==> config.mk <==
export PLATFORM = sky130hd
export DESIGN_NAME = drp_sensor_responder
export DESIGN_NICKNAME = d
export VERILOG_FILES = /design/src/rtl/drp_pkg.sv /design/src/rtl/drp_conv_sequencer.sv /design/src/rtl/drp_sensor_responder.sv
export SDC_FILE = /design/constraint.sdc
export NUM_CORES = 1
export LEC_CHECK = 0
export ABC_AREA = 1
export BUFFER_PORTS_ARGS = -buffer_cell sky130_fd_sc_hd__buf_2
export CORE_AREA = 2 2 103 144
export CTS_BUF_LIST = sky130_fd_sc_hd__clkbuf_8
export DETAILED_ROUTE_END_ITERATION = 8
export DIE_AREA = 0 0 105 146
export SYNTH_ARGS = -nofsm -noshare
export SYNTH_HDL_FRONTEND = slang
export SYNTH_SLANG_ARGS = --single-unit
export TNS_END_PERCENT = 1
==> constraint.sdc <==
create_clock -name clk -period 1.9 [get_ports clk]
set_input_delay 0.19 -clock clk [delete_from_list [all_inputs] [get_ports clk]]
set_output_delay 0.19 -clock clk [all_outputs]
set_load 0.02 [all_outputs]
==> src/rtl/drp_pkg.sv <==
`default_nettype none
// =============================================================================
// drp_pkg : shared DRP register map, reset constants and FSM state encoding
// Rev 1.0
// =============================================================================
package drp_pkg;

  localparam logic [6:0]  ADDR_TEMP  = 7'h00;
  localparam logic [6:0]  ADDR_VAUX1 = 7'h11;
  localparam logic [6:0]  ADDR_STAT  = 7'h3F;
  localparam logic [6:0]  ADDR_CFG0  = 7'h40;
  localparam logic [6:0]  ADDR_CFG1  = 7'h41;
  localparam logic [6:0]  ADDR_CFG2  = 7'h42;

  localparam logic [15:0] CFG2_RST   = 16'h0400;

  localparam logic [4:0]  CHAN_TEMP  = 5'h00;
  localparam logic [4:0]  CHAN_VAUX1 = 5'h11;

  typedef enum logic [1:0] {
    ST_IDLE = 2'd0,
    ST_WAIT = 2'd1,
    ST_RESP = 2'd2
  } drp_state_e;

endpackage
`default_nettype wire

==> src/rtl/drp_conv_sequencer.sv <==
`default_nettype none
// =============================================================================
// drp_conv_sequencer : free-running temp/vaux1 conversion timing with halt
// Rev 1.0
// =============================================================================
module drp_conv_sequencer
  import drp_pkg::*;
#(
  parameter int CONV_CYCLES = 26
) (
  input  logic       clk,
  input  logic       rst,
  input  logic       halt_i,
  output logic       busy_o,
  output logic       eoc_o,
  output logic       eos_o,
  output logic [4:0] channel_o,
  output logic       upd_temp_o,
  output logic       upd_vaux1_o
);

  localparam logic [7:0] CONV_LAST = 8'(CONV_CYCLES);

  logic [7:0] cnt_q;
  logic       ch_q;      // 0: temp, 1: vaux1 (the conversion in flight or next)
  logic       busy_q;
  logic       eoc_q;
  logic       eos_q;
  logic [4:0] chan_q;
  logic       conv_done;

  // Strobes fire in the last busy cycle so the result lands on the eoc edge.
  assign conv_done   = busy_q && (cnt_q == CONV_LAST);
  assign upd_temp_o  = conv_done && !ch_q;
  assign upd_vaux1_o = conv_done &&  ch_q;

  always_ff @(posedge clk) begin
    if (rst) begin
      cnt_q  <= 8'd0;
      ch_q   <= 1'b0;
      busy_q <= 1'b0;
      eoc_q  <= 1'b0;
      eos_q  <= 1'b0;
      chan_q <= CHAN_TEMP;
    end else begin
      eoc_q <= 1'b0;
      eos_q <= 1'b0;
      if (conv_done) begin
        busy_q <= 1'b0;
        eoc_q  <= 1'b1;
        eos_q  <= ch_q;
        chan_q <= ch_q ? CHAN_VAUX1 : CHAN_TEMP;
        ch_q   <= ~ch_q;
        cnt_q  <= 8'd0;
      end else if (busy_q) begin
        cnt_q <= cnt_q + 8'd1;
      end else if (halt_i) begin
        ch_q <= 1'b0;
      end else begin
        busy_q <= 1'b1;
        cnt_q  <= 8'd1;
      end
    end
  end

  assign busy_o    = busy_q;
  assign eoc_o     = eoc_q;
  assign eos_o     = eos_q;
  assign channel_o = chan_q;

endmodule
`default_nettype wire

==> src/rtl/drp_sensor_responder.sv <==
`default_nettype none
// =============================================================================
// drp_sensor_responder : XADC-style DRP register responder with sequencer
// Rev 1.0
// =============================================================================
module drp_sensor_responder
  import drp_pkg::*;
#(
  parameter int DRP_LATENCY = 4,
  parameter int CONV_CYCLES = 26
) (
  input  logic        clk,
  input  logic        rst,
  input  logic [6:0]  daddr_in,
  input  logic        den_in,
  input  logic        dwe_in,
  input  logic [15:0] di_in,
  output logic [15:0] do_out,
  output logic        drdy_out,
  input  logic [11:0] temp_in,
  input  logic [11:0] vaux1_in,
  output logic        busy_out,
  output logic [4:0]  channel_out,
  output logic        eoc_out,
  output logic        eos_out
);

  localparam logic [3:0] LAT_LAST = 4'(DRP_LATENCY - 1);

  drp_state_e  state_q;
  logic [3:0]  lat_q;
  logic [6:0]  addr_q;
  logic        we_q;
  logic [15:0] di_q;
  logic        drdy_q;
  logic [15:0] do_q;

  logic [15:0] temp_q;
  logic [15:0] vaux1_q;
  logic [15:0] cfg0_q;
  logic [15:0] cfg1_q;
  logic [15:0] cfg2_q;
  logic        ovr_q;

  logic        upd_temp;
  logic        upd_vaux1;
  logic [6:0]  rd_addr;
  logic [15:0] rd_data;

  drp_conv_sequencer #(
    .CONV_CYCLES (CONV_CYCLES)
  ) u_seq (
    .clk         (clk),
    .rst         (rst),
    .halt_i      (cfg1_q[15]),
    .busy_o      (busy_out),
    .eoc_o       (eoc_out),
    .eos_o       (eos_out),
    .channel_o   (channel_out),
    .upd_temp_o  (upd_temp),
    .upd_vaux1_o (upd_vaux1)
  );

  // A response leaves WAIT using the latched address; a single-cycle latency
  // responds straight from IDLE/RESP, so the live address is used there.
  always_comb begin
    rd_addr = (state_q == ST_WAIT) ? addr_q : daddr_in;
    rd_data = 16'h0000;
    case (rd_addr)
      ADDR_TEMP:  rd_data = temp_q;
      ADDR_VAUX1: rd_data = vaux1_q;
      ADDR_STAT:  rd_data = {15'h0000, ovr_q};
      ADDR_CFG0:  rd_data = cfg0_q;
      ADDR_CFG1:  rd_data = cfg1_q;
      ADDR_CFG2:  rd_data = cfg2_q;
      default:    rd_data = 16'h0000;
    endcase
  end

  always_ff @(posedge clk) begin
    if (rst) begin
      state_q <= ST_IDLE;
      lat_q   <= 4'd0;
      addr_q  <= 7'd0;
      we_q    <= 1'b0;
      di_q    <= 16'h0000;
      drdy_q  <= 1'b0;
      do_q    <= 16'h0000;
    end else begin
      drdy_q <= 1'b0;
      do_q   <= 16'h0000;
      unique case (state_q)
        ST_IDLE, ST_RESP: begin
          if (den_in) begin
            addr_q <= daddr_in;
            we_q   <= dwe_in;
            di_q   <= di_in;
            if (DRP_LATENCY == 1) begin
              state_q <= ST_RESP;
              drdy_q  <= 1'b1;
              do_q    <= dwe_in ? 16'h0000 : rd_data;
            end else begin
              state_q <= ST_WAIT;
              lat_q   <= 4'd1;
            end
          end else begin
            state_q <= ST_IDLE;
          end
        end
        ST_WAIT: begin
          if (lat_q == LAT_LAST) begin
            state_q <= ST_RESP;
            drdy_q  <= 1'b1;
            do_q    <= we_q ? 16'h0000 : rd_data;
          end else begin
            lat_q <= lat_q + 4'd1;
          end
        end
        default: state_q <= ST_IDLE;
      endcase
    end
  end

  // Writes commit at the end of the RESP cycle; result registers are read-only.
  always_ff @(posedge clk) begin
    if (rst) begin
      temp_q  <= 16'h0000;
      vaux1_q <= 16'h0000;
      cfg0_q  <= 16'h0000;
      cfg1_q  <= 16'h0000;
      cfg2_q  <= CFG2_RST;
      ovr_q   <= 1'b0;
    end else begin
      if (upd_temp)  temp_q  <= {temp_in, 4'h0};
      if (upd_vaux1) vaux1_q <= {vaux1_in, 4'h0};
      if (den_in && state_q == ST_WAIT) ovr_q <= 1'b1;
      if (state_q == ST_RESP && we_q) begin
        case (addr_q)
          ADDR_STAT: ovr_q  <= 1'b0;
          ADDR_CFG0: cfg0_q <= di_q;
          ADDR_CFG1: cfg1_q <= di_q;
          ADDR_CFG2: cfg2_q <= di_q;
          default: ;
        endcase
      end
    end
  end

  assign drdy_out = drdy_q;
  assign do_out   = do_q;

endmodule
`default_nettype wire

; ---- Word-level counts from Yosys, hierarchy flattened
; Index checks and enable logic that the tools add are counted.
[op_classes]
n_addsub = 2
eq_ne = 18
muxes = 21
bitwise_logic = 4
reduce_logical = 21
[op_table]
columns = op, count
row1 = 16-bit case mux with 6 select lines, 1
row2 = 7-bit == test (second input constant), 6
row3 = 8-bit two-way mux, 2
row4 = 7-bit by 6-bit == test with 1-bit output (second input constant), 2
row5 = 1-bit two-way mux, 11
row6 = 2-bit AND reduction, 5
row7 = 8-bit by 1-bit adder with 8-bit output (second input constant), 1
row8 = 8-bit by 5-bit == test with 1-bit output (second input constant), 1
row9 = 4-bit two-way mux, 2
row10 = 4-bit case mux with 2 select lines, 1
row11 = 2-bit OR reduction, 4
row12 = 7-bit by 5-bit == test with 1-bit output (second input constant), 1
row13 = 7-bit zero test, 1
row14 = 7-bit two-way mux, 1
row15 = 2-bit inequality test (second input constant), 3
row16 = 1-bit logical AND, 5
row17 = 5-bit two-way mux, 1
row18 = 4-bit by 1-bit adder with 4-bit output (second input constant), 1
row19 = 4-bit by 2-bit == test with 1-bit output (second input constant), 1
row20 = 2-bit by 1-bit inequality test with 1-bit output (second input constant), 2
row21 = 1-bit inverter, 4
row22 = 2-bit case mux with 2 select lines, 1
row23 = 2-bit nonzero test, 2
row24 = 4-bit OR reduction, 1
row25 = 6 further kinds, 6
[totals]
ff_bits = 137
out_inout_bits = 25
word_cells = 85

; ---- Longest topological paths before layout
; Gate-level depths: netlist (run 1).
[logic_depth]
word_depth = 5
mapped_depth = 14
ltp_nobuf = 12

; ---- Hierarchy
; Synthesis (run 1) repeated with hierarchy kept, for this count alone.
[unflattened]
cells_unflattened = 754
hier_area_um2 = 5519.0
[modules_own_cells]
columns = mod, n_inst, cells_per_inst, area_per_inst_um2
row1 = drp_sensor_responder, 1, 656, 4837.1
row2 = drp_conv_sequencer, 1, 98, 681.9

; ---- Least setup slack after synthesis (run 1)
; OpenSTA, ideal clock, no wires.
[synth_timing]
kind = register to register
startpoint = reg u_seq.busy_q, in the netlist u_seq.busy_o
endpoint = reg temp_q[10]
setup_time_ns = 0.128
arrival_time_ns = 1.608
required_time_ns = 1.772
path_slack_ns = 0.163
path_stages_with_launch = 9
cell_sequence = dfxtp_1 nand4_1 nor2_1 inv_1 or2_2 clkbuf_1 clkbuf_1 o21ai_0 a21oi_1
[synth_between]
elab_chain_cells = 2
[synth_lines]
columns = item, line_no
row1 = start: declaration, drp_conv_sequencer.sv:26  ; logic busy_q;
row2 = start signal: assignment, drp_conv_sequencer.sv:41  ; busy_q <= 1'b0;
row3 = start signal: assignment, drp_conv_sequencer.sv:49  ; busy_q <= 1'b0;
row4 = start signal: assignment, drp_conv_sequencer.sv:60  ; busy_q <= 1'b1;
row5 = 1-bit logical AND, drp_conv_sequencer.sv:33  ; assign conv_done = busy_q && (cnt_q == CONV_LAST);
row6 = 1-bit logical AND, drp_conv_sequencer.sv:34  ; assign upd_temp_o = conv_done && !ch_q;
row7 = end signal: assignment, drp_sensor_responder.sv:134  ; if (upd_temp) temp_q <= {temp_in, 4'h0};
row8 = end: declaration, drp_sensor_responder.sv:38  ; logic [15:0] temp_q;
; Every way passes these cells.
; A chain may end at the register's enable or synchronous reset.

; ---- Worst setup path after layout (run 1)
[layout_timing]
startpoint = reg state_q[1]
endpoint = reg do_q[11], in the netlist do_out[11]
[layout_between]
elab_chain_cells = 4
[layout_lines]
columns = item, line_no
row1 = start: declaration, drp_sensor_responder.sv:30  ; drp_state_e state_q;
row2 = start signal: assignment, drp_sensor_responder.sv:82  ; state_q <= ST_IDLE;
row3 = start signal: assignment, drp_sensor_responder.sv:99  ; state_q <= ST_RESP;
row4 = start signal: assignment, drp_sensor_responder.sv:103  ; state_q <= ST_WAIT;
row5 = 2-bit by 1-bit == test with 1-bit output (*), "drp_sensor_responder.sv:67, drp_sensor_responder.sv:92"
row6 = 7-bit two-way mux, drp_sensor_responder.sv:67  ; rd_addr = (state_q == ST_WAIT) ? addr_q : daddr_in;
row7 = "7-bit == test, or another cell as far along", drp_sensor_responder.sv:69  ; case (rd_addr)
row8 = 16-bit case mux with 6 select lines, drp_sensor_responder.sv:69
row9 = end signal: assignment, drp_sensor_responder.sv:101  ; do_q <= dwe_in ? 16'h0000 : rd_data;
row10 = end signal: assignment, drp_sensor_responder.sv:114  ; do_q <= we_q ? 16'h0000 : rd_data;
row11 = end: declaration, drp_sensor_responder.sv:36  ; logic [15:0] do_q;
; Mark *: on every way between the ends. The rest lies on a longest branch, timed or not.

==> impl_results.md, run 1 <==
- Nets: 877
- Post-route setup slack: 0.1142 ns
- Post-synth EDFFs: 0
- Ys flop type: dfxtp_1
- Root buffer cell: clkbuf_8
- Setup-failing EPs final: 0
- Synth Register Bits: about 130
- Total CTS buffers: 17
- Post-synth top cells: dfxtp_1, nand2_1, nor2_1
- Seq/Total Area, Yosys: 0.4842
- Clk Latency, worst-skew pair: 0.44 ns
- Distinct cell type count after synthesis: 32
- Die Width: 105 µm
- Total Wirelength: 14,660 µm
- WL/cell: 14.36 µm
- Asr flop ratio synth: 0
- Period utilization: 0.9399
- Initial antenna violation count: 0
- I/O pins: between 70 and 80
- Total Routing Usage GR: 0.1948
- Achievable Freq: 0.5600 GHz
- CTS clk-pin slew, worst paths: 0.07 ns
- RSZ-0062 raised after global routing: yes
- Hpwl dp: a little over 10,000 µm
- Max_cap viols: 0
- Top post-synthesis cells by area: dfxtp_1, a21oi_1, o21ai_0
- Final hold vios: 0
- Power per cell area: 865.6 nW/µm²
- CP Max Fanout: 12
- Largest net degree at the start of global routing: 56
- PortBufs: a little over 70
- Number of core rows: 51
- CORE AREA: between 10,000 and 15,000 µm²
- Pre-antenna DRT Iters: 4
- Worst Skew: between 0.01 and 0.015 ns
- Via count: 5,042
- Die area: 15,330 µm²
- Fraction of layout cells with a size suffix above 1: 0.2045
- Average size of a mapped cell: 7.533 µm²
- Hold WC Path Type: in2reg
- H-tree levels: 4
- DRC: 0
- Die Y: 146 µm
- Vias in the first global route: 4,755
- Initial core utilization: 0.3953
- Crit. End Element: flip-flop
- Post-place setup slack: -0.05607 ns
- CTS sink count: approximately 130
- Max VDD drop: 341.4 µV
- N_diodes: 0
- Startpoint Class: flip-flop
- Slew Limit Fails: 0
- Longest Clk Path Bufs: 2
- Setup_tns: 0 ns
- Outcome: completed
- Lkg Pwr: 2.832 nW
- CTS tree: done
- First-pass GRT wire length: 23,700 µm
- Grt total ovfl: 0
- Most frequent cell after synthesis: dfxtp_1
- Share of the synthesized area in the top cell type: 0.4842
- Crit Path Category: reg2reg
- Synthesis Warnings: 0
- Synthesized area: 5499 µm²
- Routed Antenna Nets: 0
- Iter 0 DRT Violations: about 330
- Mapped Cells: 730
- Synth area leader: dfxtp_1
- Crit path DAT: between 2 and 2.5 ns
- Layout area overhead: 23.71%
- RD Place Congestion: between 0.8 and 0.9
- Worst Path Required: 2.24 ns
- Post-route minimum period: 1.786 ns
- Via density per instance: 4.938
-- cell type report --
type,count,area [µm²]
sequential,133,2668
multi-input combinational,473,2385
fill,1452,7108
clock inverter,12,153.9
inverter,85,325.3
clock buffer,20,275.3
tap,185,231.5
timing repair buffer,113,764.5
-- layer usage --
metal / global-route usage / routed length [µm] / part of all wire / up-vias
met5: 0 / 0 / 0 / -
met4: 0.06800 / 312 / 0.021 / 0
met3: 0.04837 / 639 / 0.044 / 18
met2: 0.3292 / 7223 / 0.49 / 107
met1: 0.2402 / 6487 / 0.44 / 2320
li1: - / - / - / 2597
-- worst paths after layout --
check / from / to / slack, ns / cells after the start
setup / recovery: state_q[1]$_SDFFE_PP0P_ / do_out[11]$_SDFF_PP0_ / 0.11 / 15
setup reg to reg: state_q[1]$_SDFFE_PP0P_ / do_out[11]$_SDFF_PP0_ / 0.11 / 15
hold reg to reg: temp_q[12]$_SDFFE_PP0P_ / temp_q[12]$_SDFFE_PP0P_ / 0.45 / 2
hold / removal: daddr_in[1] / addr_q[1]$_SDFFE_PP0P_ / 0.02 / 3
-- what timing repair did --
action                                  in CTS  in global routing
pin swaps                                    1                  2
resized for setup                            1                 16
endpoints found under the setup margin      16                 31
buffers inserted                             2                  3
endpoints found under the hold margin        2                  0
gates cloned                                 1                  0
hold buffers                                 2                  0
-- cells by family (layout without fill, tap and decap cells) --
group	after synthesis	count (layout)	synth area share
and+or+nand+nor	280	281	0.2259
AOI/OAI and AO/OA	186	186	0.1882
DFF	133	133	0.4842
buffers and inverters	127	230	0.09420
adders and majority gates	3	3	0.006827
other	1	3	0.0006819
-- placed cells by master, fill, tap and decap left out, types with 2 or more instances in the layout --
| master | count |
|---|---|
| dfxtp_1 | 131 |
| nand2_1 | 87 |
| nor2_1 | 86 |
| inv_1 | 83 |
| a21oi_1 | 72 |
| buf_2 | 72 |
| nand3_1 | 71 |
| o21ai_0 | 70 |
| a211oi_1 | 35 |
| buf_4 | 31 |
| clkbuf_8 | 20 |
| nor2_2 | 7 |
| buf_12 | 7 |
| nand2_2 | 6 |
| nor3_1 | 5 |
| nor2_4 | 5 |
| clkinv_4 | 4 |
| clkinvlp_4 | 3 |
| nand4_1 | 3 |
| ha_1 | 3 |
| conb_1 | 3 |
| bufinv_16 | 3 |
| o211ai_1 | 2 |
| nand2_4 | 2 |
| o22ai_1 | 2 |
| o21ai_1 | 2 |
| nor4_4 | 2 |
| and3_1 | 2 |
| clkinv_2 | 2 |
| dlygate4sd3_1 | 2 |
-- metrics by stage --
step / utilization / instances / power (mW) / hold WS, ns / area (µm²)
floorplan: - / 732 / 3.217 / 0.3249 / 5507
global placement: 0.4500 / 981 / 3.403 / 0.4137 / 6260
detailed placement: 0.4500 / 981 / 3.414 / 0.4351 / 6260
CTS: 0.4839 / 1018 / 5.923 / 0.0007292 / 6731
global route: 0.4890 / 1021 / 6.147 / 0.009155 / 6803
finish: 0.4890 / 1021 / 5.889 / 0.02352 / 6803
-- power by group --
group          total [mW]  internal [mW]  leakage [nW]  switching [mW]
registers            2.88           2.84          1.08          0.0361
logic               0.509          0.188          1.54           0.321
clock network        2.50           1.40         0.216            1.10
-- state kept, by name, indices dropped and copies added, names as in the netlist, 2 cells and up --
| signal | flops |
|---|---|
| di_q | 16 |
| do_out | 16 |
| state_q | 2 |
| vaux1_q | 12 |
| u_seq.cnt_q | 8 |
| cfg0_q | 16 |
| cfg1_q | 16 |
| temp_q | 12 |
| lat_q | 4 |
| addr_q | 7 |
| cfg2_q | 16 |
-- critical path, cell delays in order, from the launching register on --
cell	delay (ns)
dfxtp_2	0.34
inv_4	0.11
nand2_4	0.09
buf_4	0.14
nand2_1	0.08
nand2_1	0.07
nand2_2	0.12
nor2_4	0.06
buf_6	0.12
nand2_2	0.07
nand2_1	0.05
nor2_1	0.10
nand2_1	0.07
nand2_2	0.09
buf_12	0.14
nor2_1	0.05
Power figures use the tool's default switching activity.
==> run 2, diff against run 1 <==
--- a/config.mk
+++ b/config.mk
@@ -13,5 +13,6 @@
 export DIE_AREA = 0 0 105 146
 export SYNTH_ARGS = -nofsm -noshare
 export SYNTH_HDL_FRONTEND = slang
+export SYNTH_HIERARCHICAL = 1
 export SYNTH_SLANG_ARGS = --single-unit
 export TNS_END_PERCENT = 1
==> run 2 against run 1 <==
Register-to-register slack improved by 0.07 ns. Clock skew decreased by 0.0019 ns. Die area unchanged. Final area increased by 0.48%. Fmax increased by 4.3%. Worst setup slack improved by 0.073 ns. Sequential power about the same. Highest routed layer unchanged.
==> impl_results.md, run 2 <==
- Outcome: completed
- Fraction of layout cells with a size suffix above 1: 0.1780
- Vias in the first global route: roughly 4,900
- Post-route minimum period: 1.713 ns
- Top post-synthesis cells by area: dfxtp_1, nor2_1, nand2_1
- Synthesized area: 5519 µm²
- Longest Clk Path Bufs: 2
- Lkg Pwr: between 3 and 4 nW
- Via density per instance: 4.785
- Worst Path Required: 2.22 ns
- Worst Skew: 0.009454 ns
- Total Routing Usage GR: 0.1882
- Global-route met3 utilization: 0.04702
- Sequential power share: 0.502
- Crit Path Category: reg2reg
- Period utilization: 0.9014
- DRC: 0
- Hold WC Path Type: in2reg
- GRT busiest layer: met2
- Final hold vios: 0
- Die Width: about 110 µm
- Buf+Inv Stages, Crit Path: 3
- Nets: around 900
- Share of the synthesized area in the top cell type: 0.4824
- Layout area overhead: 23.85%
- Iter 0 DRT Violations: between 200 and 300
- Max VDD drop: 407.4 µV
- CORE AREA: between 10,000 and 15,000 µm²
- Achievable Freq: 0.5839 GHz
- Post-synth EDFFs: 0
- # fillers: 1,410
- Post-CTS Setup Bufs: 0
- Clk Latency, worst-skew pair: 0.43 ns
- Slew Limit Fails: 0
- CP cell instances: inv_2 -> buf_4 -> nand3_1 -> nand2_1 -> nand2_2 -> nor2_4 -> nand2_1 -> nand2_1 -> nor2_1 -> nand2_1 -> nand2_2 -> buf_6 -> nor2_1
- Gate power share: 0.083
- CTS clk-pin slew, worst paths: 0.08 ns
- Root buffer cell: clkbuf_8
- N_diodes: 0
- Total CTS buffers: 17
- Setup_tns: 0 ns
- CTS tree: done
- Synth Register Bits: roughly 130
- Pre-antenna DRT Iters: 4
- Routed Antenna Nets: 0
- P_sw: approximately 1.4 mW
- CP Max Fanout: 16
- Number of core rows: 51
- Switching share of total power: 0.2483
- CTS sink count: 133
- RSZ-0062 raised after global routing: no
- Die Y: ~150 µm
- Largest net degree at the start of global routing: 33
- Grt total ovfl: 0
- Power per cell area: 837.1 nW/µm²
- Via count: between 5,000 and 6,000
- Met1 Track Usage GR: 0.2233
- H-tree levels: 4
- Average size of a mapped cell: 7.320 µm²
- Most common cell after layout, fill and taps aside: dfxtp_1
- Max_cap viols: 0
- Crit path max-delay cell type: dfxtp_1
- Setup-failing EPs final: 0
- Mapped Cells: 754
- Crit path DAT: 2.03 ns
- WL/cell: 12.96 µm
- Distinct cell type count after synthesis: 30
- Post-synth top cells: dfxtp_1, nor2_1, nand2_1
- Startpoint Class: flip-flop
- PortBufs: 72
- Initial core utilization: 0.3967
- Most frequent cell after synthesis: dfxtp_1
- Hpwl dp: 9749 µm
- Most frequent cells in the layout: dfxtp_1, nor2_1, nand2_1
- Internal: 4.302 mW
- Crit. End Element: flip-flop
- First-pass GRT wire length: around 23,000 µm
- Synthesis Warnings: 6
- RD Place Congestion: about 0.8
- I/O pins: 76
- Post-route setup slack: 0.1873 ns
- Initial antenna violation count: 0
- Total Wirelength: 13,680 µm
- Storage cell area: 2664 µm²
- Critical path's largest stage delay: 0.38 ns
- Asr flop ratio synth: 0
- Seq/Total Area, Yosys: 0.4824
- Final hold slack: 0.01731 ns
- Clock power frac: 0.416
- Synth area leader: dfxtp_1
- Die area: 15,330 µm²
- Top delay family on crit path: simple AND/OR/NAND/NOR gates
- Post-place setup slack: 0.08235 ns
- Ys flop type: dfxtp_1
- Area taken by multi-input logic gates: roughly 2500 µm²
- Crit-path most repeated cell: nand2_1
- GR Util met2: 0.3221
## run 2: cell types whose count changed in the layout (fill, tap and decap cells not counted), moves of 10 or more
cell	delta
nand2_1	+31
dlygate4sd3_1	+24
a21oi_1	-10
nor2_1	+43
inv_1	-26
o21ai_0	+14
a211oi_1	-19
## run 2: stage by stage
| step | util | power [mW] | cell area (µm²) | cells |
|---|---|---|---|---|
| after floorplan | - | 3.203 | 5527 | 756 |
| after global placement | 0.4426 | 3.361 | 6157 | 998 |
| after detailed placement | 0.4426 | 3.362 | 6157 | 998 |
| after CTS | 0.4899 | 5.772 | 6815 | 1056 |
| after global routing | 0.4914 | 5.990 | 6835 | 1056 |
| final | 0.4914 | 5.722 | 6835 | 1056 |
## run 2: power by group through the flow
stage | Combinational, mW | Sequential [mW] | Clock, mW
after floorplan | 0.277 | 2.93 | 0
after global placement | 0.428 | 2.93 | 0
after detailed placement | 0.428 | 2.93 | 0
after CTS | 0.470 | 2.87 | 2.43
after global routing | 0.534 | 2.88 | 2.58
final | 0.472 | 2.87 | 2.38
## run 2: cell type report
| cell class | instances | share of cell area |
|---|---|---|
| Tap cell | 185 | 0.03386 |
| Clock inverter | 15 | 0.02398 |
| Multi-Input combinational cell | 518 | 0.3591 |
| Timing Repair Buffer | 124 | 0.1236 |
| Inverter | 64 | 0.03551 |
| Clock buffer | 17 | 0.03423 |
| Sequential cell | 133 | 0.3897 |
## run 2: final timing paths
path	startpoint	to	slack (ns)	depth (start not counted)
setup / recovery	state_q[1]$_SDFFE_PP0P_	do_out[3]$_SDFF_PP0_	0.19	13
hold / removal	vaux1_in[5]	vaux1_q[9]$_SDFFE_PP0P_	0.02	3
setup reg to reg	state_q[1]$_SDFFE_PP0P_	do_out[3]$_SDFF_PP0_	0.19	13
hold reg to reg	u_seq/channel_o[0]$_SDFFE_PP0P_	u_seq/channel_o[0]$_SDFFE_PP0P_	0.46	2
## run 2: cell families after synthesis
family | share of synthesized area
other | 0.0006795
AOI/OAI and AO/OA | 0.1582
DFF | 0.4824
buffers and inverters | 0.07799
and+or+nand+nor | 0.2739
adders and majority gates | 0.006802
## run 2: per-layer routing
layer	up-vias	wire length (µm)
li1	2669	-
met2	100	6588
met5	-	0
met1	2262	6266
met3	22	496
met4	0	333
## run 2: worst reg2reg max path, stage by stage, from the launching register on
cell and delay, ns:
dfxtp_1 0.38, inv_2 0.07, buf_4 0.16, nand3_1 0.06, nand2_1 0.09, nand2_2 0.16
nor2_4 0.05, nand2_1 0.14, nand2_1 0.07, nor2_1 0.08, nand2_1 0.06, nand2_2 0.06
buf_6 0.17, nor2_1 0.06
## run 2: what timing repair did
action                     4_1_cts  5_1_grt
setup endpoints to repair        0       16
hold endpoints to repair        26        0
gates resized for setup          0        6
hold buffers                    26        0
==> run 3, diff against run 2 <==
--- a/config.mk
+++ b/config.mk
@@ -11,6 +11,8 @@
 export CTS_BUF_LIST = sky130_fd_sc_hd__clkbuf_8
 export DETAILED_ROUTE_END_ITERATION = 8
 export DIE_AREA = 0 0 105 146
+export HOLD_SLACK_MARGIN = 0.12
+export REMOVE_ABC_BUFFERS = 1
 export SYNTH_ARGS = -nofsm -noshare
 export SYNTH_HDL_FRONTEND = slang
 export SYNTH_HIERARCHICAL = 1
==> constraint.sdc (replaced) <==
create_clock -name clk -period 1.9 [get_ports clk]
set_input_delay 0.38 -clock clk [delete_from_list [all_inputs] [get_ports clk]]
set_output_delay 0.38 -clock clk [all_outputs]
set_load 0.02 [all_outputs]
==> run 3 against run 2 <==
Clock power shrank 11%. Via count down 0.99%. Sequential power about the same. First-iteration DRC count decreased by 30%. Critical endpoint is now do_out[8]$_SDFF_PP0_.
==> impl_results.md, run 3 (synthesis gave the netlist of run 2 again) <==
- Outcome: completed
- Via count: 5,003
- Total Power: between 5 and 6 mW
- Power per cell area: 821.7 nW/µm²
- Hpwl dp: 10,090 µm
- Area taken by multi-input logic gates: around 2500 µm²
- Lkg Pwr: slightly below 3 nW
- Worst Min Path Start: temp_in[11]
- Nets: 890
- Pre-antenna DRT Iters: 4
- I/O pins: 76
- Max_cap viols: 0
- CORE AREA: 13,910 µm²
- DRC: 0
- Final Util: 0.4761
- CTS sink count: ~130
- Final hold slack: 0.1599 ns
- Initial antenna violation count: 0
- Post-route setup slack: 0.1335 ns
- Crit Path Category: reg2reg
- Startpoint Class: flip-flop
- # fillers: 1,494
- Worst flop-to-flop path endpoint: do_out[8]$_SDFF_PP0_
- Hold Path End: temp_q[15]$_SDFFE_PP0P_
- Setup_tns: 0 ns
- PortBufs: 72
- R2R Setup Slk: roughly 0.13 ns
- Clk Latency, worst-skew pair: roughly 0.44 ns
- Crit. End Element: flip-flop
- Post-CTS Setup Bufs: 0
- Start of the worst register-to-register path: lat_q[1]$_SDFFE_PP0P_
- Routed Antenna Nets: 0
- CP Max Fanout: 7
- Fraction of layout cells with a size suffix above 1: 0.1849
- Die area: 15,330 µm²
- H-tree levels: 4
- Post-route minimum period: 1.767 ns
- Initial core utilization: 0.3967
- Period utilization: 0.9298
- Final hold vios: 0
- Most common cell after layout, fill and taps aside: dfxtp_1
- Vias in the first global route: ~4,900
- Most frequent cells in the layout: dfxtp_1, nor2_1, nand2_1
- R2R cell count: 8
- WL/cell: 13.91 µm
- RSZ-0062 raised after global routing: no
- Layout area overhead: 20.00%
- Total Wirelength: 14,390 µm
- WHS Path Cells: 3
- Number of core rows: between 50 and 60
- Placed Cells: around 1,000
- Die Y: 146 µm
- Worst Skew: 0.009313 ns
- Hold WC Path Type: in2reg
- Worst Path Required: 2.27 ns
- Max VDD drop: 337.0 µV
- Total Routing Usage GR: 0.1948
- Grt total ovfl: 0
- Layout Cell Area excl Fill: 6623 µm²
- CTS clk-pin slew, worst paths: 0.07 ns
- First-pass GRT wire length: 23,790 µm
- Root buffer cell: clkbuf_8
- Longest Clk Path Bufs: 2
- N_diodes: 0
- Placed cell area: about 6200 µm²
- Via density per instance: 4.838
- CTS tree: done
- RD Place Congestion: between 0.8 and 0.9
- Storage cell area: 2664 µm²
- Layout Cells excl Fill: approximately 1,000
- Die Width: about 110 µm
- Post-place setup slack: 0.1171 ns
- Total CTS buffers: 17
- Largest net degree at the start of global routing: 62
- Iter 0 DRT Violations: between 150 and 200
- Crit path DAT: approximately 2.1 ns
- Cts hold-fix bufs: 0
- Setup-failing EPs final: 0
- Post-CTS sizing: 0
- Slew Limit Fails: 0
- Achievable Freq: around 0.57 GHz
## run 3: cell count changes in the layout (fill, tap and decap cells not counted), moves of 2 or more
cell           delta
clkinv_4          +2
bufinv_16         -3
clkinv_2          -3
dlygate4sd3_1    -26
buf_12            +5
clkbuf_8          +3
## run 3: worst max-delay path by stage
stage / startpoint / end / slack, ns / cells past startpoint
after floorplan: state_q[0]$_SDFFE_PP0P_ / cfg1_q[0]$_SDFFE_PP0P_ / -0.43 / 4
after global placement: state_q[1]$_SDFFE_PP0P_ / do_out[14]$_SDFF_PP0_ / 0.17 / 12
after detailed placement: state_q[1]$_SDFFE_PP0P_ / do_out[11]$_SDFF_PP0_ / 0.12 / 12
after CTS: state_q[1]$_SDFFE_PP0P_ / do_out[11]$_SDFF_PP0_ / 0.10 / 12
after global routing: lat_q[1]$_SDFFE_PP0P_ / do_out[11]$_SDFF_PP0_ / 0.01 / 8
final: lat_q[1]$_SDFFE_PP0P_ / do_out[8]$_SDFF_PP0_ / 0.13 / 8
## run 3: cell type report
cell class / count / area share
well taps: 185 / 0.03495
inverters: 64 / 0.03665
clock inverters: 12 / 0.01228
multi-input cells: 518 / 0.3707
clock buffers: 20 / 0.04156
flip-flops and latches: 133 / 0.4022
repair buffers: 102 / 0.1016
## run 3: power breakdown
| group | leakage [nW] | switching, mW | internal (mW) |
|---|---|---|---|
| clock | 0.188 | 1.12 | 1.00 |
| sequential | 1.08 | 0.0301 | 2.84 |
| combinational | 1.69 | 0.296 | 0.156 |
## run 3: worst max-delay path, stage by stage (launching register included)
cell and delay, ns:
dfxtp_1 0.35, ha_1 0.19, nor3b_1 0.20, inv_1 0.11, nor4_1 0.32, buf_4 0.19, nand2_2 0.05, buf_4 0.16
nor2_1 0.12
## run 3: metal layers
layer,routed length [µm],share of wire,vias up,track usage
met4,201,0.014,0,0.06533
met5,0,0,-,0
li1,-,-,2619,-
met1,6327,0.44,2274,0.2290
met3,556,0.039,15,0.04075
met2,7302,0.51,95,0.3490
